<file path="src/rtl/fht_but_array_if.sv">
// Sample bus for the Hartley butterfly array.
// Inputs: valid, ordering/scale flags, packed X0/X1/X2/cos/sin; outputs: valid, permuted Y, sticky overflow.
interface fht_but_array_if #(
    parameter int D_BIT   = 17,
    parameter int W_BIT   = 12,
    parameter int NUM_BUT = 2
);
    logic                         iVALID;
    logic                         iST_LAST;
    logic                         i2ND_PART_SUBSEC;
    logic                         iSCALE;
    logic                         iCLR_OVF;
    logic [NUM_BUT*D_BIT-1:0]     iX0;
    logic [NUM_BUT*D_BIT-1:0]     iX1;
    logic [NUM_BUT*D_BIT-1:0]     iX2;
    logic [NUM_BUT*W_BIT-1:0]     iCOS;
    logic [NUM_BUT*W_BIT-1:0]     iSIN;
    logic                         oVALID;
    logic [2*NUM_BUT*D_BIT-1:0]   oY;
    logic                         oOVF;

    modport master (
        output iVALID, iST_LAST, i2ND_PART_SUBSEC, iSCALE, iCLR_OVF,
        output iX0, iX1, iX2, iCOS, iSIN,
        input  oVALID, oY, oOVF
    );

    modport slave (
        input  iVALID, iST_LAST, i2ND_PART_SUBSEC, iSCALE, iCLR_OVF,
        input  iX0, iX1, iX2, iCOS, iSIN,
        output oVALID, oY, oOVF
    );
endinterface

</file>
<file path="src/rtl/fht_but_array.sv">
// NUM_BUT radix-2 Hartley butterflies, Y0/Y1 = X0 +/- (X1*cos + X2*sin).
// Ports: iCLK, iRESET (async low), bus (slave): samples in, permuted/scaled/saturated Y out.
module fht_but_array #(
    parameter int D_BIT   = 17,
    parameter int W_BIT   = 12,
    parameter int NUM_BUT = 2
) (
    input  logic           iCLK,
    input  logic           iRESET,
    fht_but_array_if.slave bus
);
    localparam int PW = D_BIT + W_BIT;
    localparam int SW = PW + 1;
    localparam int AW = D_BIT + 2;
    localparam int NY = 2 * NUM_BUT;

    localparam logic signed [SW-1:0] RND  = SW'(1) << (W_BIT - 3);
    localparam logic signed [AW:0]   ONE  = (AW+1)'(1);
    localparam logic signed [AW:0]   MAXV = (AW+1)'((1 << (D_BIT - 1)) - 1);
    localparam logic signed [AW:0]   MINV = (AW+1)'(-(1 << (D_BIT - 1)));

    // Input capture keeps the multipliers between flops.
    logic                    r_s0_v, r_s0_sc, r_s0_last, r_s0_mir;
    logic signed [D_BIT-1:0] r_s0_x0 [NUM_BUT];
    logic signed [D_BIT-1:0] r_s0_x1 [NUM_BUT];
    logic signed [D_BIT-1:0] r_s0_x2 [NUM_BUT];
    logic signed [W_BIT-1:0] r_s0_c  [NUM_BUT];
    logic signed [W_BIT-1:0] r_s0_s  [NUM_BUT];

    logic                    r_s1_v, r_s1_sc, r_s1_last, r_s1_mir;
    logic signed [D_BIT-1:0] r_s1_x0 [NUM_BUT];
    logic signed [PW-1:0]    r_s1_p1 [NUM_BUT];
    logic signed [PW-1:0]    r_s1_p2 [NUM_BUT];

    logic                    r_s2_v, r_s2_sc, r_s2_last, r_s2_mir;
    logic signed [AW-1:0]    r_s2_a  [NUM_BUT];
    logic signed [AW-1:0]    r_s2_b  [NUM_BUT];

    logic                    r_s3_v, r_ovf;
    logic [NY*D_BIT-1:0]     r_y;

    logic signed [PW-1:0]    w_p1 [NUM_BUT];
    logic signed [PW-1:0]    w_p2 [NUM_BUT];
    logic signed [SW-1:0]    w_p  [NUM_BUT];
    logic signed [SW-1:0]    w_t  [NUM_BUT];
    logic signed [AW-1:0]    w_a  [NUM_BUT];
    logic signed [AW-1:0]    w_b  [NUM_BUT];
    logic [D_BIT-1:0]        w_sa [NUM_BUT];
    logic [D_BIT-1:0]        w_sb [NUM_BUT];
    logic                    w_oa [NUM_BUT];
    logic                    w_ob [NUM_BUT];
    logic [D_BIT-1:0]        w_y  [NY];
    logic                    w_ovf;

    // Optional halving with round-half-up, then clamp; MSB flags a clamp.
    function automatic logic [D_BIT:0] f_sat(
        input logic signed [AW-1:0] v,
        input logic                 sc
    );
        logic signed [AW:0] e;
        e = (AW+1)'(v);
        if (sc) e = (e + ONE) >>> 1;
        if (e > MAXV) return {1'b1, MAXV[D_BIT-1:0]};
        if (e < MINV) return {1'b1, MINV[D_BIT-1:0]};
        return {1'b0, e[D_BIT-1:0]};
    endfunction

    always_ff @(posedge iCLK or negedge iRESET) begin
        if (!iRESET) begin
            r_s0_v    <= 1'b0;
            r_s0_sc   <= 1'b0;
            r_s0_last <= 1'b0;
            r_s0_mir  <= 1'b0;
            for (int k = 0; k < NUM_BUT; k++) begin
                r_s0_x0[k] <= '0;
                r_s0_x1[k] <= '0;
                r_s0_x2[k] <= '0;
                r_s0_c[k]  <= '0;
                r_s0_s[k]  <= '0;
            end
        end else begin
            r_s0_v    <= bus.iVALID;
            r_s0_sc   <= bus.iSCALE;
            r_s0_last <= bus.iST_LAST;
            r_s0_mir  <= bus.i2ND_PART_SUBSEC;
            for (int k = 0; k < NUM_BUT; k++) begin
                r_s0_x0[k] <= bus.iX0[k*D_BIT +: D_BIT];
                r_s0_x1[k] <= bus.iX1[k*D_BIT +: D_BIT];
                r_s0_x2[k] <= bus.iX2[k*D_BIT +: D_BIT];
                r_s0_c[k]  <= bus.iCOS[k*W_BIT +: W_BIT];
                r_s0_s[k]  <= bus.iSIN[k*W_BIT +: W_BIT];
            end
        end
    end

    always_comb begin
        for (int k = 0; k < NUM_BUT; k++) begin
            w_p1[k] = PW'(r_s0_x1[k]) * PW'(r_s0_c[k]);
            w_p2[k] = PW'(r_s0_x2[k]) * PW'(r_s0_s[k]);
        end
    end

    always_ff @(posedge iCLK or negedge iRESET) begin
        if (!iRESET) begin
            r_s1_v    <= 1'b0;
            r_s1_sc   <= 1'b0;
            r_s1_last <= 1'b0;
            r_s1_mir  <= 1'b0;
            for (int k = 0; k < NUM_BUT; k++) begin
                r_s1_x0[k] <= '0;
                r_s1_p1[k] <= '0;
                r_s1_p2[k] <= '0;
            end
        end else begin
            r_s1_v    <= r_s0_v;
            r_s1_sc   <= r_s0_sc;
            r_s1_last <= r_s0_last;
            r_s1_mir  <= r_s0_mir;
            for (int k = 0; k < NUM_BUT; k++) begin
                r_s1_x0[k] <= r_s0_x0[k];
                r_s1_p1[k] <= w_p1[k];
                r_s1_p2[k] <= w_p2[k];
            end
        end
    end

    // T drops the Q1 fraction bits with round-half-up.
    always_comb begin
        for (int k = 0; k < NUM_BUT; k++) begin
            w_p[k] = SW'(r_s1_p1[k]) + SW'(r_s1_p2[k]);
            w_t[k] = (w_p[k] + RND) >>> (W_BIT - 2);
            w_a[k] = AW'(r_s1_x0[k]) + $signed(w_t[k][AW-1:0]);
            w_b[k] = AW'(r_s1_x0[k]) - $signed(w_t[k][AW-1:0]);
        end
    end

    always_ff @(posedge iCLK or negedge iRESET) begin
        if (!iRESET) begin
            r_s2_v    <= 1'b0;
            r_s2_sc   <= 1'b0;
            r_s2_last <= 1'b0;
            r_s2_mir  <= 1'b0;
            for (int k = 0; k < NUM_BUT; k++) begin
                r_s2_a[k] <= '0;
                r_s2_b[k] <= '0;
            end
        end else begin
            r_s2_v    <= r_s1_v;
            r_s2_sc   <= r_s1_sc;
            r_s2_last <= r_s1_last;
            r_s2_mir  <= r_s1_mir;
            for (int k = 0; k < NUM_BUT; k++) begin
                r_s2_a[k] <= w_a[k];
                r_s2_b[k] <= w_b[k];
            end
        end
    end

    // Last-stage interleave beats the mirrored order.
    always_comb begin
        w_ovf = 1'b0;
        for (int j = 0; j < NY; j++) w_y[j] = '0;
        for (int k = 0; k < NUM_BUT; k++) begin
            {w_oa[k], w_sa[k]} = f_sat(r_s2_a[k], r_s2_sc);
            {w_ob[k], w_sb[k]} = f_sat(r_s2_b[k], r_s2_sc);
            w_ovf = w_ovf | w_oa[k] | w_ob[k];
        end
        for (int k = 0; k < NUM_BUT; k++) begin
            if (r_s2_last) begin
                w_y[2*k]   = w_sa[k];
                w_y[2*k+1] = w_sb[k];
            end else if (r_s2_mir) begin
                w_y[k]         = w_sa[NUM_BUT-1-k];
                w_y[NUM_BUT+k] = w_sb[NUM_BUT-1-k];
            end else begin
                w_y[k]         = w_sa[k];
                w_y[NUM_BUT+k] = w_sb[k];
            end
        end
    end

    always_ff @(posedge iCLK or negedge iRESET) begin
        if (!iRESET) begin
            r_s3_v <= 1'b0;
            r_y    <= '0;
            r_ovf  <= 1'b0;
        end else begin
            r_s3_v <= r_s2_v;
            if (r_s2_v) begin
                for (int j = 0; j < NY; j++)
                    r_y[j*D_BIT +: D_BIT] <= w_y[j];
            end
            // A fresh saturation wins over a coincident clear.
            if (r_s2_v && w_ovf)
                r_ovf <= 1'b1;
            else if (bus.iCLR_OVF)
                r_ovf <= 1'b0;
        end
    end

    assign bus.oVALID = r_s3_v;
    assign bus.oY     = r_y;
    assign bus.oOVF   = r_ovf;
endmodule

</file>
<file path="src/flat_wrapper.sv">
// flat-port wrapper written by rule: the top's interface ports become plain ports
module fht_but_array_flat 
#(
    parameter int D_BIT   = 17,
    parameter int W_BIT   = 12,
    parameter int NUM_BUT = 2
)
  (iCLK, iRESET, bus_iVALID, bus_iST_LAST, bus_i2ND_PART_SUBSEC, bus_iSCALE, bus_iCLR_OVF, bus_iX0, bus_iX1, bus_iX2, bus_iCOS, bus_iSIN, bus_oVALID, bus_oY, bus_oOVF);
  fht_but_array_if #(.D_BIT(D_BIT), .W_BIT(W_BIT), .NUM_BUT(NUM_BUT)) bus_i ();
  input  logic iCLK;
  input  logic iRESET;
  input wire logic [$bits(bus_i.iVALID)-1:0] bus_iVALID;
  input wire logic [$bits(bus_i.iST_LAST)-1:0] bus_iST_LAST;
  input wire logic [$bits(bus_i.i2ND_PART_SUBSEC)-1:0] bus_i2ND_PART_SUBSEC;
  input wire logic [$bits(bus_i.iSCALE)-1:0] bus_iSCALE;
  input wire logic [$bits(bus_i.iCLR_OVF)-1:0] bus_iCLR_OVF;
  input wire logic [$bits(bus_i.iX0)-1:0] bus_iX0;
  input wire logic [$bits(bus_i.iX1)-1:0] bus_iX1;
  input wire logic [$bits(bus_i.iX2)-1:0] bus_iX2;
  input wire logic [$bits(bus_i.iCOS)-1:0] bus_iCOS;
  input wire logic [$bits(bus_i.iSIN)-1:0] bus_iSIN;
  output wire logic [$bits(bus_i.oVALID)-1:0] bus_oVALID;
  output wire logic [$bits(bus_i.oY)-1:0] bus_oY;
  output wire logic [$bits(bus_i.oOVF)-1:0] bus_oOVF;
  assign bus_i.iVALID = bus_iVALID;
  assign bus_i.iST_LAST = bus_iST_LAST;
  assign bus_i.i2ND_PART_SUBSEC = bus_i2ND_PART_SUBSEC;
  assign bus_i.iSCALE = bus_iSCALE;
  assign bus_i.iCLR_OVF = bus_iCLR_OVF;
  assign bus_i.iX0 = bus_iX0;
  assign bus_i.iX1 = bus_iX1;
  assign bus_i.iX2 = bus_iX2;
  assign bus_i.iCOS = bus_iCOS;
  assign bus_i.iSIN = bus_iSIN;
  assign bus_oVALID = bus_i.oVALID;
  assign bus_oY = bus_i.oY;
  assign bus_oOVF = bus_i.oOVF;
  fht_but_array #(.D_BIT(D_BIT), .W_BIT(W_BIT), .NUM_BUT(NUM_BUT)) u_core (.iCLK(iCLK), .iRESET(iRESET), .bus(bus_i));
endmodule
</file>
<file path="config.mk">
export PLATFORM = sky130hd
export DESIGN_NAME = fht_but_array_flat
export DESIGN_NICKNAME = d
export VERILOG_FILES = /design/src/rtl/fht_but_array_if.sv /design/src/rtl/fht_but_array.sv /design/src/flat_wrapper.sv
export SDC_FILE = /design/constraint.sdc
export NUM_CORES = 2
export LEC_CHECK = 0
export CORE_UTILIZATION = 45
export CTS_CLUSTER_SIZE = 8
export DETAILED_ROUTE_END_ITERATION = 16
export SYNTH_ARGS = -nofsm -noshare
export SYNTH_HDL_FRONTEND = slang
export SYNTH_SLANG_ARGS = --single-unit
</file>
<file path="constraint.sdc">
create_clock -name iCLK -period 6 [get_ports iCLK]
set_clock_uncertainty 0.05 [all_clocks]
set_input_delay 1.2 -clock iCLK [delete_from_list [all_inputs] [get_ports iCLK]]
set_output_delay 1.2 -clock iCLK [all_outputs]
set_load 0.1 [all_outputs]
</file>
==> key figures <==
STA
  – Count of endpoints failing hold in the final timing report: 0
  – Slack of the critical path: 0.246 ns
  – Clock period minus worst slack: 5.75 ns
  – Number of pins with negative max-slew slack in the final report: 0
  – Worst slew slack as a fraction of its limit: 27.9%
  – Maximum operating frequency: 174 MHz
  – Unrepaired setup endpoints after global routing: false
  – Post-route fraction of the period consumed by the critical path: 95.9%
  – Least-Margin Pin Slew: 1.08 ns
  – Count of endpoints failing setup in the final report: 0
  – Setup TNS: 0 ns
  – Fin Hold WS: 0.293 ns

Global route
  – Vias in the first global route: 37141
  – Antenna violations before repair: 3
  – Global-route wire length before repair: 200 mm
  – Tot GR Track Use: 22.6%
  – Maximum number of pins on one net before global-route repair: 111
  – Global route total overflow: 0

Critical path
  – Worst R2R End: u_core.r_s1_p2[57]
  – Biggest cell delay along the critical path: 0.56 ns
  – Slowest stage cell, crit path: dfrtp_1
  – Kind of launch point of the worst setup path: flip-flop
  – Required time of the critical path: 6.50 ns
  – Reg-to-reg setup timing slack: 0.25 ns
  – Critical setup path kind: reg -> reg
  – Number of cells traversed by the worst register-to-register path: 19
  – Cell-by-cell trace of the critical path: nand2_1 > fa_1 > fa_1 > fa_1 > inv_1 > fa_1 > inv_1 > fa_1 > inv_1 > ha_1 > o21ai_0 > nand2b_1 > a31o_2 > a31oi_1 > o21ai_1 > a311oi_2 > o21ai_0 > o41ai_2 > xnor2_1
  – Maximum fanout along the worst path: 10
  – Crit path arrival time: 6.25 ns
  – Endpoint type of the worst setup path: flip-flop
  – Reg-to-reg startpoint: u_core.r_s0_x2[21]
  – Most repeated library cell on the critical path: fa_1

Hold path
  – Min-Delay Path Depth: 0
  – Hold Crit Endpoint: u_core.r_s2_last
  – HP Start: u_core.r_s1_last
  – Class of the most critical hold timing path: reg -> reg

Synthesis
  – Synthesized-area fraction occupied by ao, oa, aoi and oai cells: 9.73%
  – Share of Yosys cell area claimed by the top area cell type: 30.1%
  – Syn. warnings: 0
  – Area share of xor/xnor cells in the synthesized design: 3.77%
  – Fraction of the mapped netlist area in adder cells: 40.7%
  – Async set-reset flop share out of synthesis: 100%
  – Number of enable flip-flop cells after synthesis: 0
  – Synthesized net count: 6593
  – Most area-hungry cell type in the Yosys netlist: fa_1
  – Combined area of all synthesized cells: 0.0504 mm^2
  – Gate count of the mapped netlist: 5253
  – Number of distinct library cell variants in the gate-level netlist after synthesis: 86
  – Seq/Total Area, Yosys: 22.7%
  – Flip-flop and latch count after synthesis: 456
  – Synth Area in Simple Gates: 13.0%
  – Mux contribution to synthesized area: 1.08%
  – Dominant cells by area after synthesis: fa_1 30%, dfrtp_1 23%, ha_1 11%, inv_1 7.4%, nand2_1 4.8%
  – Most used flip-flop cell after synthesis: dfrtp_1
  – Average cell area after synthesis: 9.59 um^2
  – Dominant combinational cell family by area after synthesis: adder cells

Clocking
  – Total number of H-tree levels: 3
  – CTS tree: done
  – Clock Sink Count: 456
  – Clock insertion delay at the later pin of the skew report: 0.64 ns
  – Total clock buffers created by CTS: 70
  – Root buffer cell: clkbuf_16
  – Reg clk slew, reported paths: 0.05 ns
  – CTS Buffer Depth: 3
  – Post-CTS Setup Inserts: 0

Final layout
  – Final nets: 6771
  – Area of the multi-input gates: 0.0344 mm^2
  – Area growth syn-to-layout: 12.2%
  – Fraction of final layout cells with drive strength greater than 1: 4.98%
  – Layout filler cell count: 10385
  – FF+latch area: 0.0114 mm^2
  – Most common cell after layout, fill and taps aside: inv_1
  – Non-Filler Instances: 6947
  – Leading cell types in the layout, fill and taps excluded: 991 x inv_1, 756 x fa_1, 646 x nand2_1, 433 x dfrtp_1, 427 x ha_1

Place
  – Count of input and output buffers: 226
  – HPWL after detailed placement: 101 mm
  – Number of instances in the placed design: 6847
  – Final GP Congestion: 0.897
  – Worst slack at placement: 0.240 ns

Job
  – Max-capacitance violation count: 0

Routing
  – Drt pass-1 iters: 6
  – Number of nets with antenna violations after routing: 0
  – Detail-routed net length per standard cell: 17.7 um
  – Post-detailed-routing wire length: 123 mm
  – Routed via count: 35755
  – Via density: 5.15
  – Number of DRC markers in iteration 0: 2338
  – Final routed DRC violation total: 0

Floorplan
  – DIE HEIGHT: 337 um
  – Width of the die: 337 um
  – Die area: 0.113 mm^2
  – Std-Cell Rows: 122
  – Number of ports placed on the die boundary: 227
  – Area of the core: 0.111 mm^2
  – Starting density of the core: 45.4%

Outcome
  – Run status: finished, final reports clean
==> state kept, by name (all words and copies together) (netlist names), 24 cells and up <==
name            flops
u_core.bus.oY      68
u_core.r_s1_p1     58
u_core.r_s1_p2     58
u_core.r_s2_a      38
u_core.r_s2_b      36
u_core.r_s0_x0     34
u_core.r_s0_x1     34
u_core.r_s0_x2     34
u_core.r_s1_x0     34
u_core.r_s0_c      24
u_core.r_s0_s      24
==> cells in the mapped netlist, types with 6 or more instances <==
master    count
or3_1         9
a311oi_1      6
nand4_1      23
o221ai_1     25
o21bai_1     38
ha_1        427
and2_1      258
nand2_1     646
buf_2        11
o31a_1       14
mux2i_1      28
nand3_1      49
a21o_1       53
a211oi_1     33
xor2_1       50
o41ai_1       6
a32oi_1      12
o211ai_1     26
o21a_1       41
nor3_1       35
o21ai_0     138
dfrtp_1     456
and4_1        8
mux2_2       22
or2_2        10
fa_1        756
nor2b_1      30
clkbuf_1    181
a32o_1        8
inv_1       991
a211o_1      14
nor4_1        7
nor2_1      237
buf_1        12
a31oi_1      26
and3_1       26
a221o_1      15
a21oi_1     205
nand2b_1     40
o31ai_1      16
xnor2_1     167
==> how the worst max path moves through the flow <==
stage                                     to                from  slack [ns]
after CTS                 u_core.r_s1_p1[57]   u_core.r_s0_c[15]        0.17
after floorplan           u_core.r_s1_p2[57]   u_core.r_s0_s[15]        0.41
after global routing      u_core.r_s1_p1[57]   u_core.r_s0_c[18]       0.006
after detailed placement  u_core.r_s1_p2[57]   u_core.r_s0_s[13]        0.24
final                     u_core.r_s1_p2[57]  u_core.r_s0_x2[21]        0.25
after global placement    u_core.r_s1_p1[27]   u_core.r_s0_x1[6]        0.31
==> layer usage <==
| layer | vias to the layer above | global-route usage, % | share of wire [%] |
|---|---|---|---|
| li1 | 16807 | - | - |
| met1 | 17910 | 29.8 | 43 |
| met2 | 842 | 37.7 | 49 |
| met3 | 196 | 2.75 | 4.4 |
| met4 | 0 | 9.62 | 4.4 |
| met5 | - | 0 | 0 |
==> repair_timing <==
action / in CTS / in global routing
gates resized for setup: 0 / 26
hold buffers: 0 / 0
endpoints found under the setup margin: 0 / 12
==> final cells by class <==
class	instances	area share [%]
Clock inverter	8	0.266
Multi-Input combinational cell	3593	60.9
Tap cell	1488	3.29
Timing Repair Buffer	318	5.32
Inverter	992	6.59
Clock buffer	90	3.39
Antenna cell	2	0.00886
Sequential cell	456	20.2
==> logic make-up (layout without fill, tap and decap cells) <==
| logic type | after synthesis | in the layout |
|---|---|---|
| other | 0 | 2 |
| AO/OA/AOI/OAI | 738 | 738 |
| XOR/XNOR | 217 | 217 |
| multiplexers | 51 | 51 |
| buffers and inverters | 1204 | 1408 |
| adder cells (fa/ha/maj) | 1183 | 1183 |
| AND/OR/NAND/NOR | 1404 | 1404 |
| flip-flops | 456 | 456 |
==> worst max-delay path, delay by kind of cell (launching register included) <==
kind            cells  cell delay (ns)
fa+ha+maj           6             2.72
compound gates      7             1.83
flops               1             0.56
simple gates        2             0.22
xor+xnor            1             0.16
buf+inv             3             0.14
==> stage by stage <==
| stage | utilization [%] | cell area [um^2] |
|---|---|---|
| floorplan | - | 50400 |
| global placement | 49.1 | 54400 |
| detailed placement | 49.1 | 54400 |
| CTS | 50.9 | 56500 |
| global route | 51.0 | 56500 |
| finish | 51.0 | 56500 |
Power is left out: the tool's default activity adds up to more than one toggle a clock period on the data nets, which glitch-free logic cannot reach.
